$ cat config.mk
export PLATFORM = sky130hd
export DESIGN_NAME = tt_sweep_controller
export DESIGN_NICKNAME = d
export VERILOG_FILES = /design/src/rtl/tt_sweep_pkg.sv /design/src/rtl/tt_settle_timer.sv /design/src/rtl/tt_sweep_controller.sv
export SDC_FILE = /design/constraint.sdc
export NUM_CORES = 1
export LEC_CHECK = 0
export ABC_AREA = 1
export CORE_AREA = 10 10 77 79
export DETAILED_ROUTE_END_ITERATION = 10
export DIE_AREA = 0 0 87 89
export PLACE_DENSITY = 0.75
export SLEW_MARGIN = 20
export SYNTH_ARGS = -nofsm -noshare
export SYNTH_HDL_FRONTEND = slang
export SYNTH_SLANG_ARGS = --single-unit
$ cat constraint.sdc
create_clock -name clk -period 1.7 [get_ports clk]
set_input_delay 0.34 -clock clk [delete_from_list [all_inputs] [get_ports clk]]
set_output_delay 0.34 -clock clk [all_outputs]
set_load 0.005 [all_outputs]
$ cat src/rtl/tt_sweep_pkg.sv
// Shared types and helpers for the truth-table sweep controller.
package tt_sweep_pkg;

    typedef enum logic [1:0] {
        IDLE,
        SETTLE,
        SAMPLE
    } tt_state_t;

    localparam int TT_ROWS  = 16;
    localparam int TT_IDX_W = 4;

    // Row idx of a signature lives at bit (15 - idx): row 0 is the MSB.
    function automatic logic tt_exp_bit(input logic [TT_ROWS-1:0] tt, input logic [TT_IDX_W-1:0] idx);
        return tt[4'd15 - idx];
    endfunction

endpackage

$ cat src/rtl/tt_settle_timer.sv
// Loadable down-counter that times the settle window of each row.
module tt_settle_timer #(
    parameter int SETTLE_CYCLES = 2
) (
    input  logic clk,
    input  logic rst_n,
    input  logic load,
    input  logic en,
    output logic expire
);

    // Loaded with N-1 so that expire is seen in the N-th settle cycle.
    localparam logic [7:0] LOAD_VAL = (SETTLE_CYCLES > 0) ? 8'(SETTLE_CYCLES - 1) : 8'd0;

    logic [7:0] cnt_q, cnt_d;

    always_comb begin
        cnt_d = cnt_q;
        if (load) begin
            cnt_d = LOAD_VAL;
        end else if (en && (cnt_q != 8'd0)) begin
            cnt_d = cnt_q - 8'd1;
        end
    end

    always_ff @(posedge clk or negedge rst_n) begin
        if (!rst_n) begin
            cnt_q <= 8'd0;
        end else begin
            cnt_q <= cnt_d;
        end
    end

    assign expire = (cnt_q == 8'd0);

endmodule

$ cat src/rtl/tt_sweep_controller.sv
// Sweeps all 16 rows of a 4-input gate, builds its truth-table signature and checks it.
// Optional TT_ERRCNT_EN adds the err_cnt port counting rows that differ from EXPECTED_TT.
module tt_sweep_controller
    import tt_sweep_pkg::*;
#(
    parameter int              SETTLE_CYCLES = 2,
    parameter logic [15:0]     EXPECTED_TT   = 16'hD4E4
) (
    input  logic                 clk,
    input  logic                 rst_n,
    input  logic                 start,
    input  logic                 abort,
    input  logic                 dut_out,
    output logic [TT_IDX_W-1:0]  dut_in,
    output logic                 busy,
    output logic                 done,
    output logic [TT_ROWS-1:0]   tt_sig,
    output logic                 pass
`ifdef TT_ERRCNT_EN
    ,
    output logic [4:0]           err_cnt
`endif
);

    // With no settle window each row goes straight to its sample cycle.
    localparam tt_state_t ROW_ENTRY = (SETTLE_CYCLES == 0) ? SAMPLE : SETTLE;

    tt_state_t             state_q, state_d;
    logic [TT_IDX_W-1:0]   row_q, row_d;
    logic [TT_ROWS-1:0]    sh_q, sh_d;
    logic [TT_ROWS-1:0]    sh_shift;
    logic                  busy_q, busy_d;
    logic                  done_q, done_d;
    logic [TT_ROWS-1:0]    tt_sig_q, tt_sig_d;
    logic                  pass_q, pass_d;
    logic                  timer_load, timer_en, timer_expire;
    logic                  accept, sample_fire, last_row;

    tt_settle_timer #(
        .SETTLE_CYCLES (SETTLE_CYCLES)
    ) u_settle_timer (
        .clk    (clk),
        .rst_n  (rst_n),
        .load   (timer_load),
        .en     (timer_en),
        .expire (timer_expire)
    );

    // A start coinciding with the done pulse is dropped; the host must re-issue it.
    assign accept      = (state_q == IDLE) && start && !done_q;
    assign sample_fire = (state_q == SAMPLE) && !abort;
    assign last_row    = (row_q == 4'd15);
    assign sh_shift    = {sh_q[TT_ROWS-2:0], dut_out};

    always_comb begin
        state_d    = state_q;
        row_d      = row_q;
        sh_d       = sh_q;
        busy_d     = busy_q;
        done_d     = 1'b0;
        tt_sig_d   = tt_sig_q;
        pass_d     = pass_q;
        timer_load = 1'b0;
        timer_en   = 1'b0;
        case (state_q)
            IDLE: begin
                if (accept) begin
                    row_d      = '0;
                    sh_d       = '0;
                    busy_d     = 1'b1;
                    timer_load = 1'b1;
                    state_d    = ROW_ENTRY;
                end
            end
            SETTLE: begin
                timer_en = 1'b1;
                if (abort) begin
                    state_d = IDLE;
                    busy_d  = 1'b0;
                    row_d   = '0;
                end else if (timer_expire) begin
                    state_d = SAMPLE;
                end
            end
            SAMPLE: begin
                if (abort) begin
                    state_d = IDLE;
                    busy_d  = 1'b0;
                    row_d   = '0;
                end else begin
                    sh_d = sh_shift;
                    if (last_row) begin
                        tt_sig_d = sh_shift;
                        pass_d   = (sh_shift == EXPECTED_TT);
                        done_d   = 1'b1;
                        busy_d   = 1'b0;
                        row_d    = '0;
                        state_d  = IDLE;
                    end else begin
                        row_d      = row_q + 4'd1;
                        timer_load = 1'b1;
                        state_d    = ROW_ENTRY;
                    end
                end
            end
            default: begin
                state_d = IDLE;
                busy_d  = 1'b0;
                row_d   = '0;
            end
        endcase
    end

    always_ff @(posedge clk or negedge rst_n) begin
        if (!rst_n) begin
            state_q  <= IDLE;
            row_q    <= '0;
            sh_q     <= '0;
            busy_q   <= 1'b0;
            done_q   <= 1'b0;
            tt_sig_q <= '0;
            pass_q   <= 1'b0;
        end else begin
            state_q  <= state_d;
            row_q    <= row_d;
            sh_q     <= sh_d;
            busy_q   <= busy_d;
            done_q   <= done_d;
            tt_sig_q <= tt_sig_d;
            pass_q   <= pass_d;
        end
    end

    assign dut_in = row_q;
    assign busy   = busy_q;
    assign done   = done_q;
    assign tt_sig = tt_sig_q;
    assign pass   = pass_q;

`ifdef TT_ERRCNT_EN
    logic [4:0] errc_q, errc_d;
    logic [4:0] err_cnt_q, err_cnt_d;
    logic       row_mismatch;

    assign row_mismatch = (dut_out != tt_exp_bit(EXPECTED_TT, row_q));

    // Running count lives in errc; the visible copy only moves with tt_sig at done.
    always_comb begin
        errc_d    = errc_q;
        err_cnt_d = err_cnt_q;
        if (accept) begin
            errc_d = 5'd0;
        end else if (sample_fire) begin
            errc_d = errc_q + {4'd0, row_mismatch};
            if (last_row) begin
                err_cnt_d = errc_d;
            end
        end
    end

    always_ff @(posedge clk or negedge rst_n) begin
        if (!rst_n) begin
            errc_q    <= 5'd0;
            err_cnt_q <= 5'd0;
        end else begin
            errc_q    <= errc_d;
            err_cnt_q <= err_cnt_d;
        end
    end

    assign err_cnt = err_cnt_q;
`endif

endmodule

# Word level (Yosys, flattened, before mapping)

Index checks and enable logic that the tools add are counted.

Input port bits: 5
Output and inout bits: 23
Bits in registers: 48

Reductions and logical operators: 14
Bitwise gates (word level): 1
Add/sub/neg operators: 2
Equal/unequal tests: 9
Mux-type cells: 29

Operators by type and width:

| cell                   | number |
|---|---|
| $mux W15               | 2 |
| $pmux W15 S2           | 1 |
| $eq A16 B16 Y1 const B | 1 |
| $mux W4                | 4 |
| $mux W8                | 2 |
| $mux W1                | 13 |
| $pmux W4 S3            | 1 |
| $reduce_and A3 Y1      | 3 |
| $logic_not A8 Y1       | 1 |
| $reduce_bool A8 Y1     | 1 |
| $sub A8 B1 Y8 const B  | 1 |
| $mux W2                | 3 |
| $ne A2 B2 Y1 const B   | 3 |
| $ne A3 B3 Y1 const B   | 2 |
| $pmux W2 S3            | 1 |
| $add A4 B1 Y4 const B  | 1 |
| $eq A4 B4 Y1 const B   | 1 |
| $reduce_and A2 Y1      | 2 |
| $reduce_bool A2 Y1     | 2 |
| $logic_and A1 B1 Y1    | 3 |
| $pmux W1 S3            | 1 |
| $eq A2 B1 Y1 const B   | 1 |
| $eq A2 B2 Y1 const B   | 1 |
| $logic_not A2 Y1       | 1 |
| 3 further kinds        | 3 |

# Logic depth before layout (Yosys ltp)

Word-level depth: 6
Gate-level depth with buffers: 8
Mapped depth without buffers: 8

# Cells and area by module

Synthesis repeated with hierarchy kept, for this count alone.

Cell total of the unflattened synthesis: 254
Area, all modules: 2329.7 um^2

Modules (own cells, without submodules):

| module              | area each (um^2) | cells each | times used | sequential area each (um^2) |
|---|---|---|---|---|
| tt_sweep_controller | 1813.0           | 184        | 1          | 1001.0 |
| tt_settle_timer     | 516.7            | 70         | 1          | 200.2 |

# Worst setup path after synthesis

OpenSTA, ideal clock, no wires.

Path kind: flip-flop to flip-flop
Start point: register row_q[0], in the netlist dut_in[0]
End point: register u_settle_timer.cnt_q[3]
Arrival: 1.205 ns
Path slack: 0.369 ns
Stages on the path, launching flop included: 7
Clock period less this slack: 1.331 ns
Path through: dfrtp_1 -> ha_1 -> nand3_1 -> nand3_1 -> nand2_2 -> nor2_4 -> o21ai_1

Cells in the longest elaborated chain, start to end: 5
Elaborated cells on any way between the ends: 6
Classes of those cells: eq/ne: 1; mux: 4; reduce/logical: 1

Ends and longest elaborated chain:

| item                                          | line                       | text |
|---|---|---|
| start: declaration                            | tt_sweep_controller.sv:29  | `logic [TT_IDX_W-1:0] row_q, row_d;` |
| start signal: assignment                      | tt_sweep_controller.sv:125 | `row_q <= row_d;` |
| $eq A4 B4 Y1 (*)                              | tt_sweep_controller.sv:52  | `assign last_row = (row_q == 4'd15);` |
| $mux W1 (*)                                   | tt_sweep_controller.sv:92  | `if (last_row) begin` |
| $mux W1 (*)                                   | tt_sweep_controller.sv:86  | `if (abort) begin` |
| $pmux W1 S2 (*)                               | tt_sweep_controller.sv:65  | `case (state_q)` |
| $mux W8 or $reduce_bool A2 Y1 (tied branches) | -                          |  |
| end signal: assignment                        | tt_settle_timer.sv:30      | `cnt_q <= cnt_d;` |
| end: declaration                              | tt_settle_timer.sv:15      | `logic [7:0] cnt_q, cnt_d;` |

Mark *: on every way between the ends. The rest lies on a longest branch, timed or not.
A chain may end at the register's enable or synchronous reset.

# Worst setup path in the final report

Start point: register row_q[0], in the netlist dut_in[0]
End point: output dut_in[0]

RTL lines:

| item             | line                      | text |
|---|---|---|
| end: declaration | tt_sweep_controller.sv:14 | `output logic [TT_IDX_W-1:0] dut_in,` |

No word-level cell between the ends.

==> results <==
- Of all nets on the critical path, the largest fanout is 5.
- The checks that failed: hold timing.
- The share of synthesized area in the top cell type comes to 0.521.
- Setup violations remaining at the end of the flow were counted as 0.
- Prior to clock tree synthesis, the placed netlist has a worst setup slack of -83.6 ps.
- The width of the chip is 87 µm.
- The yosys synthesis warning count is 0.
- The logic depth of the worst setup path including buffers is 1.
- The overflow left after global routing is 0.
- The count of different cell masters after synthesis is 24.
- The number of clock buffers added by TritonCTS is 5.
- STA classifies the critical path startpoint as a flip-flop.
- The cell area after synthesis is 0.00231 mm².
- For the pin with the worst max-slew slack, the measured transition is 373 ps.
- The die covers 0.00774 mm².
- Dividing the final minimum period by the clock period gives 0.924.
- Clock latency on the worst-skew pair, taken at its later pin, is 300 ps.
- The first global-routing pass estimated 7800 µm of wire.
- The number of enable flip-flop cells after synthesis is 0.
- The HPWL after detailed placement is 3040 µm.
- The setup TNS is 0 ps.
- For this run, the register share of the synthesized area comes to 0.521.
- In the global route stage, met3 resource usage came out at 0.0474.
- Relative to the synthesized area, the layout overhead comes to 19.9%.
- The number of hold buffers added after CTS was 0.
- The number of cells on the worst reg-to-reg path is 7.
- In this run the number of H-tree levels came out at 2.
- The cell with the most instances after synthesis is sky130_fd_sc_hd__nand2_1.
- The number of iterations in the first detailed-routing pass is 4.
- The initial antenna violation count is 0.
- The die height is 89 µm.
- On the critical path, the stage with the largest delay is an instance of sky130_fd_sc_hd__clkdlybuf4s50_1.
- The via count of the first global-routing pass is 1684.
- Wires add up to 4320 µm.
- The worst setup path is captured at a primary output.
- The via total after detailed routing is 1727.
- For the final database, setup skew stands at 4.87 ps.
- In this design, the largest share of critical-path delay is due to buffers and inverters.
- The tool flagged a number of max-cap violations equal to 0.
- The sequential cell area is 0.00120 mm².
- The leakage power summed over all cells is 1.26 nW.
- Data on the critical path arrives at its endpoint at 1230 ps.
- The floorplan row count is 25.
- The antenna diode count is 0.
- The share of synthesized registers carrying an async set or reset is 1.00.
- The number of top-level design ports is 28.
- Counting I/O delays and the setup requirement, the final critical path takes 1570 ps.
- The layout net count is 294.
- The total clock sinks is 48.
- The signal on the critical path passes through clkdlybuf4s50_1.
- The critical path in this run is classified as flip-flop to primary output.
- The final hold violation count is 5.
- Counting the fill cells in the layout gives 378.
- The peak supply drop is 0.761 mV.
- The areal power density over the cells is 1220 mW/mm².
- After detailed routing, the average wire length per cell comes to 12.7 µm.
- The highest-utilization routing layer at the global route stage is met2.
- The number of cells produced by synthesis is 252.
- The number of nets produced by synthesis is 260.
- The cell accounting for the most synthesized area is sky130_fd_sc_hd__dfrtp_1.
- For this run, global-route usage on met1 was measured as 0.152.
- In the final layout, the multi-input gates occupy 903 µm².
- TritonCTS built the clock tree.
- The placed instances occupy a cell area of 0.00265 mm².
- The total buffers and inverters traversed by the critical path is 1.
- Across all setup checks in the final design, the least slack found is 130 ps.
- The final design area excluding fillers is 0.00276 mm².
- The clock-pin slew on the worst setup and hold paths is 90 ps.
- The worst slack on hold paths is -12.6 ps.
- The count of port buffers added during placement is 27.
- Data on the critical path is required at its endpoint by 1360 ps.
- The count of pins over their slew limit is 0.
- For this configuration, the core starts out at a cell density of 0.508.
- The maximum single-stage delay on the critical path is 520 ps.
- The count of antenna-violating nets left after detailed routing is 0.
- For met2 alone, demand over resource in global routing was 0.200.
- The achievable clock frequency is 637 MHz.
- The clock root buffer is sky130_fd_sc_hd__clkbuf_8.
- The worst hold path class is input port to asynchronous set/reset pin.
- Across every metal layer, demand over resource in global routing totals 0.125.
- Routability-driven placement finished with a final weighted congestion of 0.812.
- The total placed cells including tap cells is 333.
- The first routing iteration left 73 violations.
- The clock passes through at most 2 buffers.
- The fraction of layout cells with a size suffix above 1 is 0.199.
- After detailed routing, the number of remaining DRC violations is 0.
- The area of the core is 0.00454 mm².
- In the post-synthesis netlist, the biggest area contributors are sky130_fd_sc_hd__dfrtp_1 (52%), sky130_fd_sc_hd__nand2_1 (9.3%), sky130_fd_sc_hd__o21ai_2 (7.6%), sky130_fd_sc_hd__nand3_1 (5.4%), sky130_fd_sc_hd__inv_1 (5.0%).
- The predominant post-synthesis flop cell is sky130_fd_sc_hd__dfrtp_1.
- After detailed routing, the number of vias per cell comes to 5.06.
- The remaining max-slew budget at the tightest pin is 0.751.
- The mean instance size in the synthesized netlist is 9.15 µm².
- The synthesized design contains 48 register bits.
- The flow ran to the end, but the final reports show violations.
- The commonest cells after synthesis are sky130_fd_sc_hd__nand2_1 (57), sky130_fd_sc_hd__dfrtp_1 (48), sky130_fd_sc_hd__inv_1 (31).
- Setup repair after global routing left no endpoint under its margin.
- Entering global routing, the biggest net connects 49 pins.
- The number of cells in the finished layout apart from fillers is 341.
==> path summary, 6_finish.rpt <==
check	start	to	slack, ps
worst max-delay path	dut_in[0]	dut_in[0]	130
worst min-delay path	rst_n	busy	-10
worst max register to register	dut_in[0]	u_settle_timer.cnt_q[4]	200
worst min register to register	pass	pass	490
max in group asynchronous	rst_n	tt_sig[12]	1470
min in group clk	pass	pass	490
==> stage by stage <==
step,utilization,total power [mW]
final,0.609,3.38
after global routing,0.609,3.65
after CTS,0.609,3.41
after detailed placement,0.583,2.56
after global placement,0.583,2.53
after floorplan,-,2.28
==> where the power goes <==
group | switching, mW | internal [mW] | leakage, nW
combinational | 0.744 | 0.403 | 0.542
clock | 0.402 | 0.443 | 0.0548
sequential | 0.118 | 1.27 | 0.658
==> state kept, by name (all words and copies together), names as in the netlist <==
register	cells
busy	1
done	1
dut_in	4
pass	1
sh_q	15
state_q	2
tt_sig	16
u_settle_timer.cnt_q	8
==> final cells by class <==
cell class | instances | area share
sequential | 48 | 0.435
multi-input combinational | 162 | 0.327
timing repair buffer | 34 | 0.124
inverter | 35 | 0.0484
clock buffer | 5 | 0.0249
tap | 54 | 0.0244
clock inverter | 3 | 0.0167
==> repair_timing <==
action | in CTS | in global routing
endpoints found under the setup margin | 0 | 19
buffers inserted | 0 | 0
gates resized for setup | 0 | 2
==> layout by cell type (no fill, tap or decap), drive strengths merged, types with 3 or more instances in the layout <==
cell type,synthesis,routed
buf,6,8
clkbuf,1,5
clkdlybuf4s50,0,26
dfrtp,48,48
ha,3,3
inv,35,36
nand2,60,60
nand3,32,32
nand4,6,6
nor2,18,18
o21ai,37,37
==> cell families (layout without fill, tap and decap cells) <==
group | count (synthesis) | count (layout) | synth area share
adders and majority gates | 3 | 3 | 0.0163
xor gates and xnor gates | 2 | 2 | 0.00760
AOI/OAI and AO/OA | 41 | 41 | 0.125
and+or+nand+nor | 116 | 116 | 0.243
DFF | 48 | 48 | 0.521
buffers and inverters | 42 | 77 | 0.0873
==> routing by layer <==
| metal | routed length, µm | share of wire |
|---|---|---|
| met5 | 0 | 0 |
| met4 | 61 | 0.014 |
| met3 | 262 | 0.061 |
| met2 | 2000 | 0.46 |
| met1 | 1990 | 0.46 |
(Power assumes the default switching activity.)
